### src/rtl/sound_player_pkg.sv
// rtl/sound_player_pkg.sv - sound codes, tone/duration constants and player state type
package sound_player_pkg;

   localparam logic [1:0] SND_PING = 2'd0;
   localparam logic [1:0] SND_PONG = 2'd1;
   localparam logic [1:0] SND_GO   = 2'd2;
   localparam logic [1:0] SND_STOP = 2'd3;

   // Divisors are twice the tone frequency, so CLK_HZ/div gives one half-period.
   localparam int HI_DIV   = 2094;
   localparam int LO_DIV   = 1046;
   localparam int MS_PER_S = 1000;

   localparam int DUR_W = 7;
   localparam logic [DUR_W-1:0] DUR_SHORT = 7'd60;
   localparam logic [DUR_W-1:0] DUR_LONG  = 7'd100;

   typedef enum logic {ST_IDLE, ST_PLAY} state_t;

endpackage

### src/rtl/sound_player_tone_gen.sv
// rtl/sound_player_tone_gen.sv - half-period counter driving the square-wave tone flop
module tone_gen #(
   parameter int W = 10
) (
   input  logic         clk,
   input  logic         clr,
   input  logic         load,
   input  logic [W-1:0] half,
   output logic         tone_next
);

   logic         tone;
   logic [W-1:0] cnt;
   logic [W-1:0] cnt_next;

   // A load always restarts the phase high, even if the tone was already high.
   always_comb begin
      cnt_next  = cnt - W'(1);
      tone_next = tone;
      if (load) begin
         cnt_next  = half - W'(1);
         tone_next = 1'b1;
      end else if (cnt == '0) begin
         cnt_next  = half - W'(1);
         tone_next = ~tone;
      end
   end

   always_ff @(posedge clk) begin
      if (!clr) begin
         cnt  <= '0;
         tone <= 1'b0;
      end else begin
         cnt  <= cnt_next;
         tone <= tone_next;
      end
   end

endmodule

### src/rtl/sound_player.sv
// rtl/sound_player.sv - turns each new sound code into a timed square-wave tone sequence
module sound_player
   import sound_player_pkg::*;
#(
   parameter int CLK_HZ = 12_000_000
) (
   input  logic       clk,
   input  logic       clr,
   input  logic [1:0] code_sound,
   input  logic       mute,
   output logic       spk,
   output logic       busy
);

   localparam int HALF_HI = CLK_HZ / HI_DIV;
   localparam int HALF_LO = CLK_HZ / LO_DIV;
   localparam int MS_DIV  = CLK_HZ / MS_PER_S;
   localparam int HW      = $clog2(HALF_LO + 1);
   localparam int PW      = (MS_DIV > 1) ? $clog2(MS_DIV) : 1;

   state_t           state;
   logic             primed;
   logic [1:0]       last_code;
   logic [1:0]       code_r;
   logic             note_idx;
   logic [PW-1:0]    pre;
   logic [DUR_W-1:0] ms;

   logic [DUR_W-1:0] cur_dur;
   logic             cur_last;
   logic             trigger;
   logic             pre_wrap;
   logic             note_end;
   logic             advance;
   logic [1:0]       sel_code;
   logic             sel_idx;
   logic [HW-1:0]    half;
   logic             tone_next;

   function automatic logic note_is_hi(input logic [1:0] code, input logic idx);
      case (code)
         SND_PING: note_is_hi = 1'b1;
         SND_PONG: note_is_hi = 1'b0;
         SND_GO:   note_is_hi = idx;
         default:  note_is_hi = ~idx;
      endcase
   endfunction

   always_comb begin
      cur_dur  = DUR_LONG;
      cur_last = note_idx;
      case ({code_r, note_idx})
         {SND_PING, 1'b0}, {SND_PING, 1'b1},
         {SND_PONG, 1'b0}, {SND_PONG, 1'b1}: begin
            cur_dur  = DUR_SHORT;
            cur_last = 1'b1;
         end
         default: ;
      endcase
   end

   assign trigger  = primed && (code_sound != last_code);
   assign pre_wrap = (pre == PW'(MS_DIV - 1));
   assign note_end = (state == ST_PLAY) && pre_wrap && (ms == cur_dur - DUR_W'(1));
   assign advance  = note_end && !cur_last;

   // The pitch loaded must be that of the note about to start, not the one ending.
   assign sel_code = trigger ? code_sound : code_r;
   assign sel_idx  = trigger ? 1'b0 : (advance ? 1'b1 : note_idx);
   assign half     = note_is_hi(sel_code, sel_idx) ? HW'(HALF_HI) : HW'(HALF_LO);

   tone_gen #(.W(HW)) u_tone (
      .clk       (clk),
      .clr       (clr),
      .load      (trigger || advance),
      .half      (half),
      .tone_next (tone_next)
   );

   always_ff @(posedge clk) begin
      if (!clr) begin
         state     <= ST_IDLE;
         spk       <= 1'b0;
         busy      <= 1'b0;
         primed    <= 1'b0;
         last_code <= 2'd0;
         code_r    <= 2'd0;
         note_idx  <= 1'b0;
         pre       <= '0;
         ms        <= '0;
      end else begin
         primed    <= 1'b1;
         last_code <= code_sound;
         if (trigger) begin
            state    <= ST_PLAY;
            busy     <= 1'b1;
            code_r   <= code_sound;
            note_idx <= 1'b0;
            pre      <= '0;
            ms       <= '0;
            spk      <= tone_next & ~mute;
         end else if (state == ST_PLAY) begin
            if (note_end && cur_last) begin
               state <= ST_IDLE;
               busy  <= 1'b0;
               spk   <= 1'b0;
            end else begin
               spk <= tone_next & ~mute;
               if (advance) begin
                  note_idx <= 1'b1;
                  pre      <= '0;
                  ms       <= '0;
               end else if (pre_wrap) begin
                  pre <= '0;
                  ms  <= ms + DUR_W'(1);
               end else begin
                  pre <= pre + PW'(1);
               end
            end
         end else begin
            spk <= 1'b0;
         end
      end
   end

endmodule

### config.mk
export PLATFORM = sky130hd
export DESIGN_NAME = sound_player
export DESIGN_NICKNAME = d
export VERILOG_FILES = /design/src/rtl/sound_player_pkg.sv /design/src/rtl/sound_player_tone_gen.sv /design/src/rtl/sound_player.sv
export SDC_FILE = /design/constraint.sdc
export NUM_CORES = 1
export LEC_CHECK = 0
export ABC_AREA = 1
export CAP_MARGIN = 20
export CORE_MARGIN = 2
export CORE_UTILIZATION = 60
export CTS_BUF_LIST = sky130_fd_sc_hd__clkbuf_4
export CTS_CLUSTER_SIZE = 30
export DETAILED_ROUTE_END_ITERATION = 8
export PLACE_DENSITY_LB_ADDON = 0.3
export SLEW_MARGIN = 20
export SYNTH_ARGS = -nofsm -noshare
export SYNTH_HDL_FRONTEND = slang
export SYNTH_SLANG_ARGS = --single-unit
### constraint.sdc
create_clock -name clk -period 3.09 [get_ports clk]
set_clock_uncertainty 0.15 [all_clocks]
set_input_delay 0.618 -clock clk [delete_from_list [all_inputs] [get_ports clk]]
set_output_delay 0.618 -clock clk [all_outputs]
set_load 0.1 [all_outputs]
; Yosys cells after proc, flatten, opt, wreduce, memory -nomap -nowiden
; Index checks and enable logic that the tools add are counted.
[classes]
mul = 0
n_eq_ne = 8
div_mod_pow = 0
shifts = 0
bitwise_logic = 6
reduce_logical = 18
muxes = 25
n_lt_le_gt_ge = 0
n_addsub = 5
[op_table]
columns = cell, n
row1 = $mux 14, 5
row2 = $sub 14x1->14 const B, 2
row3 = $mux 7, 3
row4 = $mux 1, 15
row5 = $add 14x1->14 const B, 1
row6 = $eq 14x14->1 const B, 1
row7 = $logic_not 14->1, 1
row8 = $add 7x1->7 const B, 1
row9 = $eq 7x7->1, 1
row10 = $sub 7x1->7 const B, 1
row11 = $eq 3x2->1 const B, 2
row12 = $reduce_bool 2->1, 3
row13 = $logic_and 1x1->1, 5
row14 = $not 1->1, 5
row15 = $reduce_and 2->1, 2
row16 = $reduce_or 4->1, 1
row17 = $eq 3x1->1 const B, 1
row18 = $logic_not 3->1, 1
row19 = $pmux 1 s3, 1
row20 = $reduce_and 3->1, 1
row21 = $eq 2x1->1 const B, 1
row22 = $eq 2x2->1 const B, 1
row23 = $logic_not 2->1, 1
row24 = $mux 2, 1
row25 = 5 further kinds, 5
[word_totals]
rom_bits = 0
latchBits = 0
output_inout_bits = 2
regBits = 45
wordCells = 73
n_memories = 0
mem_bits_rw = 0

; Depth between registers and ports, before layout
; Gate-level depths: netlist (run 1).
[depth]
ltp_word = 15
mapped_depth = 13

; Modules after synthesis
; A second synthesis (run 1) with hierarchy kept.
[hier_totals]
hier_cells = 478
area_unflattened_um2 = 2949.1
[modules_own_cells]
columns = module, area_per_inst_um2, cells_each, seq_area_each_um2, n_inst
row1 = sound_player, 1765.4, 279, 600.6, 1
row2 = tone_gen, 1183.6, 199, 300.3, 1

; Least setup slack after synthesis (run 1)
; Ideal clock, no wire load.
[synth_timing]
kind = flip-flop to flip-flop
start = reg ms[0]
end = reg pre[12]
path_buffers = 1
synth_period_minus_slack_ns = 1.750
path_stages_with_launch = 11
setup_time_ns = 0.123
path_slack_ns = 1.340
arrival_time_ns = 1.476
required_ns = 2.817
cell_sequence = dfxtp_1 > ha_1 > nand2_1 > nor2_1 > nand2_1 > nor2_2 > nand3_2 > nand2_4 > buf_6 > o21ai_0 > nor3b_2
[synth_between]
elab_chain_cells = 5
[synth_rtl]
columns = element, line_no
row1 = from (decl), sound_player.sv:27  ; logic [DUR_W-1:0] ms;
row2 = from (signal assigned), sound_player.sv:115  ; ms <= ms + DUR_W'(1);
row3 = $eq 7x7->1 *, sound_player.sv:64  ; assign note_end = (state == ST_PLAY) && pre_wrap && (ms == cur_dur - DUR_W'(1));
row4 = $logic_and 1x1->1 *, sound_player.sv:64
row5 = $logic_and 1x1->1, sound_player.sv:103  ; if (note_end && cur_last) begin
row6 = $not 1->1 (no source line), n/a
row7 = $reduce_and 2->1 (no source line), n/a
row8 = to (signal assigned), sound_player.sv:117  ; pre <= pre + PW'(1);
row9 = to (decl), sound_player.sv:26  ; logic [PW-1:0] pre;
; Every way passes the cells marked *; elsewhere a longest branch is shown, timed or not.
; A chain may end at the register's enable or synchronous reset.

; Final worst setup path (run 1)
[layout_timing]
start = in code_sound[1]
end = reg u_tone.cnt[9]
[layout_between]
elab_chain_cells = 9
[layout_rtl]
columns = element, line_no
row1 = from (decl), sound_player.sv:9  ; input logic [1:0] code_sound,
row2 = $ne 2x2->1, sound_player.sv:62  ; assign trigger = primed && (code_sound != last_code);
row3 = $logic_and 1x1->1, sound_player.sv:62
row4 = $mux 2 or $mux 1 (tied branches), n/a
row5 = $eq 2x2->1 (tied with other cells), sound_player.sv:41  ; case (code)
row6 = $pmux 1 s3, sound_player.sv:41
row7 = $mux 14, sound_player.sv:70  ; assign half = note_is_hi(sel_code, sel_idx) ? HW'(HALF_HI) : HW'(HALF_LO);
row8 = $sub 14x1->14, "sound_player_tone_gen.sv:21, sound_player_tone_gen.sv:24"
row9 = $mux 14, sound_player_tone_gen.sv:23  ; end else if (cnt == '0) begin
row10 = $mux 14 *, sound_player_tone_gen.sv:20  ; if (load) begin
row11 = to (signal assigned), sound_player_tone_gen.sv:34  ; cnt <= cnt_next;
row12 = to (decl), sound_player_tone_gen.sv:13  ; logic [W-1:0] cnt;
; Marked as above.

==> reports/metrics.csv, run 1 <==
stage,metric,value,unit
worst_setup_path,Startpoint Class,input pin,
floorplanning,I/O pins,7,
cts,CTS Hold Buffers Added,0,
run,max-cap violation count,0,
cts,Root Buffer,clkbuf_4,
cells_and_area,fraction of layout cells with a size suffix above 1,9.777,%
global_routing,All-Layer GR Usage,21.67,%
routing,Routed WL,4.493,mm
timing,Max-slew headroom,60.93,%
logic_synthesis,Post-synth top flop,dfxtp_1,
cells_and_area,P&R area growth vs syn,5.576,%
global_routing,initial antenna violation count,0,
placed_design,dpl hpwl,3.445,mm
worst_setup_path,r2r worst-path depth,13,
routing,DR pass1 iterations,4,
cts,"CTS clk-pin slew, worst paths",130,ps
min_path,hold depth,2,
cells_and_area,fin nets,366,
worst_setup_path,max incr delay on CP,530,ps
logic_synthesis,post-synthesis sequential area ratio,36.83,%
cts,clk_lat worst skew,350,ps
min_path,Worst Hold Class,flip-flop to flip-flop,
min_path,worst hold endpoint,busy,
worst_setup_path,kind of critical path,input pin to flip-flop,
timing,# setup viols final,0,
power_and_ir_drop,PwrDens,462.4,mW/mm2
power_and_ir_drop,Pleak,1.055,nW
cells_and_area,Reg area,900.9,um2
worst_setup_path,slowest CP cell,clkdlybuf4s50_1,
timing,fin crit share,70.68,%
power_and_ir_drop,Peak VDD IR,0.0003804,V
routing,Starting DRT DRC Count,157,
timing,"Slew Viols, Final",0,
worst_setup_path,r2r startpoint,ms[0],
placed_design,input/output buffers,6,
logic_synthesis,post-synth top area share,36.83,%
timing,total negative slack,0,ps
floorplanning,Core Region,0.003971,mm2
global_routing,vias in the first global route,1902,
worst_setup_path,CP cell instances,clkdlybuf4s50_1 -> xnor2_1 -> nand2_1 -> nand2_2 -> nand3_2 -> nor2_1 -> o21ai_0 -> nand2_1,
cells_and_area,fill count,334,
worst_setup_path,reg2reg setup slack,1000,ps
status,status,"finished, final reports clean",
logic_synthesis,cell taking the most area after synthesis,dfxtp_1,
logic_synthesis,Post-Syn Area,0.002446,mm2
routing,DR DRC count,0,
logic_synthesis,Syn Area/Cell,7.029,um2
logic_synthesis,yosys warns,0,
placed_design,gpl congestion,0.8389,
worst_setup_path,critical path capture point type,flip-flop,
cts,post_cts resized,0,
logic_synthesis,Synth area leaders,"dfxtp_1 (37%), nand2_1 (12%), nor2_1 (7.8%), inv_1 (6.9%), a21oi_1 (4.3%)",
logic_synthesis,Synth top cells by count,"nand2_1 (79), nor2_1 (51), dfxtp_1 (45), inv_1 (45), a21oi_1 (21)",
floorplanning,die area,0.004604,mm2
cells_and_area,Finished Core Util,65.03,%
cells_and_area,area occupied by multi-input gates,0.001318,mm2
cts,TritonCTS clock tree,built,
worst_setup_path,Crit Path Max Fanout,17,
routing,Routed WL per cell,11.01,um
worst_setup_path,worst path arrival time,2320,ps
cts,Post-CTS Setup Inserts,0,
floorplanning,starting density of the core,61.59,%
routing,Post-DRT Antenna Nets,0,
logic_synthesis,synthesized flop and latch total,45,
cells_and_area,Ant. Diodes,0,
cts,Clock Sinks,45,
global_routing,GRT overflow,0,
global_routing,first-pass GRT wire length,7.659,mm
timing,Tightest Pin Transition,583.5,ps
cts,CTS Buffer Depth,2,
logic_synthesis,Mapped Nets,356,
logic_synthesis,most frequent cell after synthesis,nand2_1,
routing,vias per inst,5.118,
timing,max frequency,457.9,MHz
timing,min cycle time layout,2184,ps
floorplanning,number of core rows,23,
logic_synthesis,Post-synth EDFFs,0,
min_path,min-delay src,busy,
timing,final-report hold violation count,0,
timing,RSZ-0062 raised after global routing,no,
worst_setup_path,R2R Path End,pre[5],
routing,detailed-route via count,2088,
cts,CTS buffer count,5,
floorplanning,Die W,67.85,um
logic_synthesis,"FFs w/ async S/R, synth",0,%
worst_setup_path,Worst EP required,3230,ps
floorplanning,DIE HEIGHT,67.85,um
logic_synthesis,Mapped Cells,348,
global_routing,largest net degree at the start of global routing,18,
worst_setup_path,Worst path most repeated cell,nand2_1,
logic_synthesis,"Distinct cells, synth",36,
cts,Clock H-tree levels,2,
state kept, by name, summed over array words and instances (netlist names):
name	count
busy	1
code_r	2
last_code	2
ms	7
note_idx	1
pre	14
primed	1
spk	1
state	1
u_tone.cnt	14
u_tone.tone	1
area by class of cell:
| cell class | instances | area share, % |
|---|---|---|
| multi-input cells | 250 | 51.02 |
| flip-flops and latches | 45 | 34.88 |
| inverters | 49 | 7.364 |
| repair buffers | 7 | 2.422 |
| well taps | 50 | 2.422 |
| clock buffers | 5 | 1.453 |
| clock inverters | 2 | 0.4360 |
placed cells by master (no fill, tap or decap), types with 3 or more instances in the layout:
cell and instances:
nand2_1 79, nor2_1 51, inv_1 45, dfxtp_1 45, a21oi_1 21, nand3_1 18
o21ai_0 13, xor2_1 11, nor3_1 6, nand4_1 6, nand2_2 5, nand3_2 5
clkbuf_4 5, xnor2_1 4, clkdlybuf4s50_1 4, nor2_4 3, nand2_4 3, nand3b_1 3
o21a_1 3, ha_1 3, buf_4 3
worst max path at each step:
stage	slack [ps]	end	depth (start not counted)	from
3_5_place_dp	540	u_tone.cnt[9]	8	code_sound[1]
5_1_grt	650	u_tone.cnt[9]	8	code_sound[1]
4_1_cts	910	u_tone.cnt[9]	8	code_sound[1]
2_1_floorplan	1340	pre[12]	10	ms[0]
3_3_place_gp	580	u_tone.cnt[9]	8	code_sound[1]
6_report	910	u_tone.cnt[9]	8	code_sound[1]
per-layer routing:
layer  share of wire [%]  vias to the layer above  GRT usage [%]
met3                 2.4                        4          4.934
met1                  48                      935          24.69
li1                    -                     1128              -
met4                 1.0                        0          6.250
met5                   0                        -              0
met2                  48                       21          40.20
cell families after synthesis:
logic type,share of synthesized area (%)
AO/OA/AOI/OAI,9.872
XOR/XNOR,5.371
adder cells (fa/ha/maj),1.535
buffers and inverters,9.309
flip-flops,36.83
AND/OR/NAND/NOR,37.08
where the power goes:
group	leakage (nW)	switching, W	total, W	internal, W
Sequential	0.368	0.0000279	0.000651	0.000624
Clock	0.0247	0.000183	0.000265	0.0000821
Combinational	0.662	0.000182	0.000278	0.0000957
worst max-delay path: cells and delay by family:
| family | cells | cell delay (ps) |
|---|---|---|
| compound gates | 1 | 120 |
| buf+inv | 1 | 530 |
| simple gates | 5 | 920 |
| xor+xnor | 1 | 140 |
per-stage QoR:
step	area [um2]	std cells	power, W	setup slack [ps]	hold WS, ps
2_1_floorplan	2446	348	0.0008885	1340	314.3
3_3_place_gp	2534	401	0.0009357	575.7	313.3
3_5_place_dp	2534	401	0.0009419	544.8	315.0
4_1_cts	2582	408	0.001207	906.8	331.8
5_1_grt	2582	408	0.001266	652.8	350.2
6_report	2582	408	0.001194	906.1	326.4
(Power assumes the default switching activity.)
==> run 2, diff against run 1 <==
==> constraint.sdc (replaced) <==
create_clock -name clk -period 2.2 [get_ports clk]
set_clock_uncertainty 0.15 [all_clocks]
set_input_delay 0.44 -clock clk [delete_from_list [all_inputs] [get_ports clk]]
set_output_delay 0.44 -clock clk [all_outputs]
set_load 0.1 [all_outputs]
==> run 2 against run 1 <==
Net effect: register-to-register slack lost 870 ps; die area is the same; first-iteration DRC count shrank 1.3%; largest power group unchanged.
==> reports/metrics.csv, run 2 (synthesis gave the netlist of run 1 again) <==
stage,metric,value,unit,change
global_routing,vias in the first global route,2009,,+5.6%
timing,Tightest Pin Transition,390.0,ps,-193.6 ps
cts,TritonCTS clock tree,built,,
placed_design,gpl congestion,0.8492,,+1.2%
cells_and_area,"commonest non-fill, non-tap cells in the layout","nand2_1 (79), nor2_1 (50), inv_1 (45), dfxtp_1 (45), a21oi_1 (21)",,
worst_setup_path,worst path arrival time,2240,ps,-80 ps
routing,DR DRC count,0,,unchanged
routing,Routed WL,4.974,mm,+11%
global_routing,All-Layer GR Usage,23.93,%,+2.3 points
cells_and_area,P&R area growth vs syn,9.156,%,
cells_and_area,cell area after layout,0.002670,mm2,+3.4%
timing,max frequency,482.2,MHz,
cells_and_area,area occupied by multi-input gates,0.001331,mm2,+1.0%
cells_and_area,fraction of layout cells with a size suffix above 1,12.81,%,+3.0 points
floorplanning,number of core rows,23,,unchanged
placed_design,input/output buffers,6,,unchanged
floorplanning,starting density of the core,61.59,%,unchanged
worst_setup_path,Crit Path Max Fanout,17,,unchanged
global_routing,first-pass GRT wire length,8.335,mm,+8.8%
timing,final-report hold violation count,0,,unchanged
timing,"Slew Viols, Final",0,,unchanged
cts,CTS buffer count,5,,unchanged
min_path,Worst Hold Class,flip-flop to flip-flop,,
timing,RSZ-0062 raised after global routing,no,,
cts,Clock H-tree levels,2,,unchanged
worst_setup_path,critical path capture point type,flip-flop,,
worst_setup_path,Worst EP required,2360,ps,-870 ps
global_routing,initial antenna violation count,0,,unchanged
worst_setup_path,r2r worst-path depth,13,,unchanged
cts,CTS Buffer Depth,2,,unchanged
power_and_ir_drop,PwrDens,657.1,mW/mm2,+42%
cells_and_area,"most common cell after layout, fill and taps aside",nand2_1,,
timing,fin crit share,94.26,%,
routing,vias per inst,5.225,,+2.1%
worst_setup_path,CP endpoint,pre[11],,
floorplanning,I/O pins,7,,unchanged
worst_setup_path,Worst Setup SP,pre[0],,
power_and_ir_drop,Pleak,1.101,nW,+4.3%
cells_and_area,fin nets,374,,+2.2%
worst_setup_path,kind of critical path,flip-flop to flip-flop,,
worst_setup_path,R2R Path End,pre[11],,
cts,Clock Sinks,45,,unchanged
placed_design,dpl hpwl,3.678,mm,+6.8%
cells_and_area,Finished Core Util,67.23,%,+2.2 points
floorplanning,DIE HEIGHT,67.85,um,unchanged
routing,Routed WL per cell,11.93,um,+8.3%
floorplanning,Core Region,0.003971,mm2,unchanged
run,max-cap violation count,0,,unchanged
timing,Max-slew headroom,73.80,%,+13 points
routing,detailed-route via count,2179,,+4.4%
cts,clk_lat worst skew,380,ps,+30 ps
cts,"CTS clk-pin slew, worst paths",160,ps,+30 ps
timing,# setup viols final,0,,unchanged
power_and_ir_drop,Final Power,0.001755,W,+47%
routing,DR pass1 iterations,5,,+1
floorplanning,die area,0.004604,mm2,unchanged
global_routing,GRT overflow,0,,unchanged
cells_and_area,Regs by FF count,"pre x14, u_tone.cnt x14, ms x7",,
floorplanning,Die W,67.85,um,unchanged
routing,Post-DRT Antenna Nets,0,,unchanged
cells_and_area,Ant. Diodes,0,,unchanged
global_routing,largest net degree at the start of global routing,18,,unchanged
cts,Root Buffer,clkbuf_4,,
worst_setup_path,Startpoint Class,flip-flop,,
status,status,"finished, final reports clean",,
cells_and_area,fill count,333,,-0.30%
worst_setup_path,r2r startpoint,pre[0],,
timing,min cycle time layout,2074,ps,
timing,Min Hold Slack,326.4,ps,-0.07200 ps
cells_and_area,Reg area,900.9,um2,unchanged
power_and_ir_drop,Peak VDD IR,0.0005319,V,+40%
placed_design,post-placement setup slack,-27.94,ps,-572.7 ps
timing,final worst setup slack,126.4,ps,-779.8 ps
placed_design,DP Area,0.002586,mm2,+2.1%
worst_setup_path,reg2reg setup slack,130,ps,-870 ps
routing,Starting DRT DRC Count,155,,-1.3%
[run 2: cell count changes in the layout (fill, tap and decap cells not counted), sizes merged]
cell  delta
buf      +8
inv      +1
[run 2: power by group]
part	total [W]	leakage, nW	internal, W	switching (W)
clock	0.000432	0.0318	0.000131	0.000301
sequential	0.000919	0.368	0.000876	0.0000429
combinational	0.000404	0.701	0.000143	0.000262
total	0.00175	1.10	0.00115	0.000605
[run 2: how the worst min path moves through the flow]
stage / from / cells past startpoint / slack [ps] / endpoint
after floorplan: pre[3] / 2 / 310 / pre[3]
after global placement: busy / 2 / 320 / busy
after detailed placement: busy / 2 / 310 / busy
after CTS: busy / 2 / 330 / busy
after global routing: busy / 2 / 340 / busy
final: busy / 2 / 330 / busy
[run 2: layer usage]
layer | track usage, % | share of wire [%]
met1 | 26.88 | 45
met2 | 43.26 | 50
met3 | 5.263 | 3.5
met4 | 10.50 | 1.8
met5 | 0 | 0
[run 2: final cells by class]
cell class	instances	share of cell area (%)
multi-input combinational	250	49.86
sequential	45	33.74
inverter	49	7.123
timing repair buffer	15	4.592
tap	50	2.343
clock buffer	5	1.406
clock inverter	3	0.9372
[run 2: through the flow]
| stage | std cells | TNS, ps |
|---|---|---|
| 2_1_floorplan | 348 | 0 |
| 3_3_place_gp | 408 | 0 |
| 3_5_place_dp | 408 | -62.08 |
| 4_1_cts | 416 | 0 |
| 5_1_grt | 417 | 0 |
| 6_report | 417 | 0 |
[run 2: critical path, stage by stage (launching register included)]
cell and delay, ps:
dfxtp_1 410, ha_1 200, nand2_2 100, nor2_4 140
nand2_2 80, nor2_4 150, nand3_2 160, nand2_8 170
inv_6 70, nand2_4 80, nand2_4 100, clkinv_2 70
nand2_1 40, nor2_1 100
[run 2: timing repair]
action | 4_1_cts | 5_1_grt
gates resized for setup | 0 | 3
buffers inserted | 0 | 1
setup endpoints to repair | 0 | 8
hold endpoints to repair | 0 | 0
hold buffers | 0 | 0
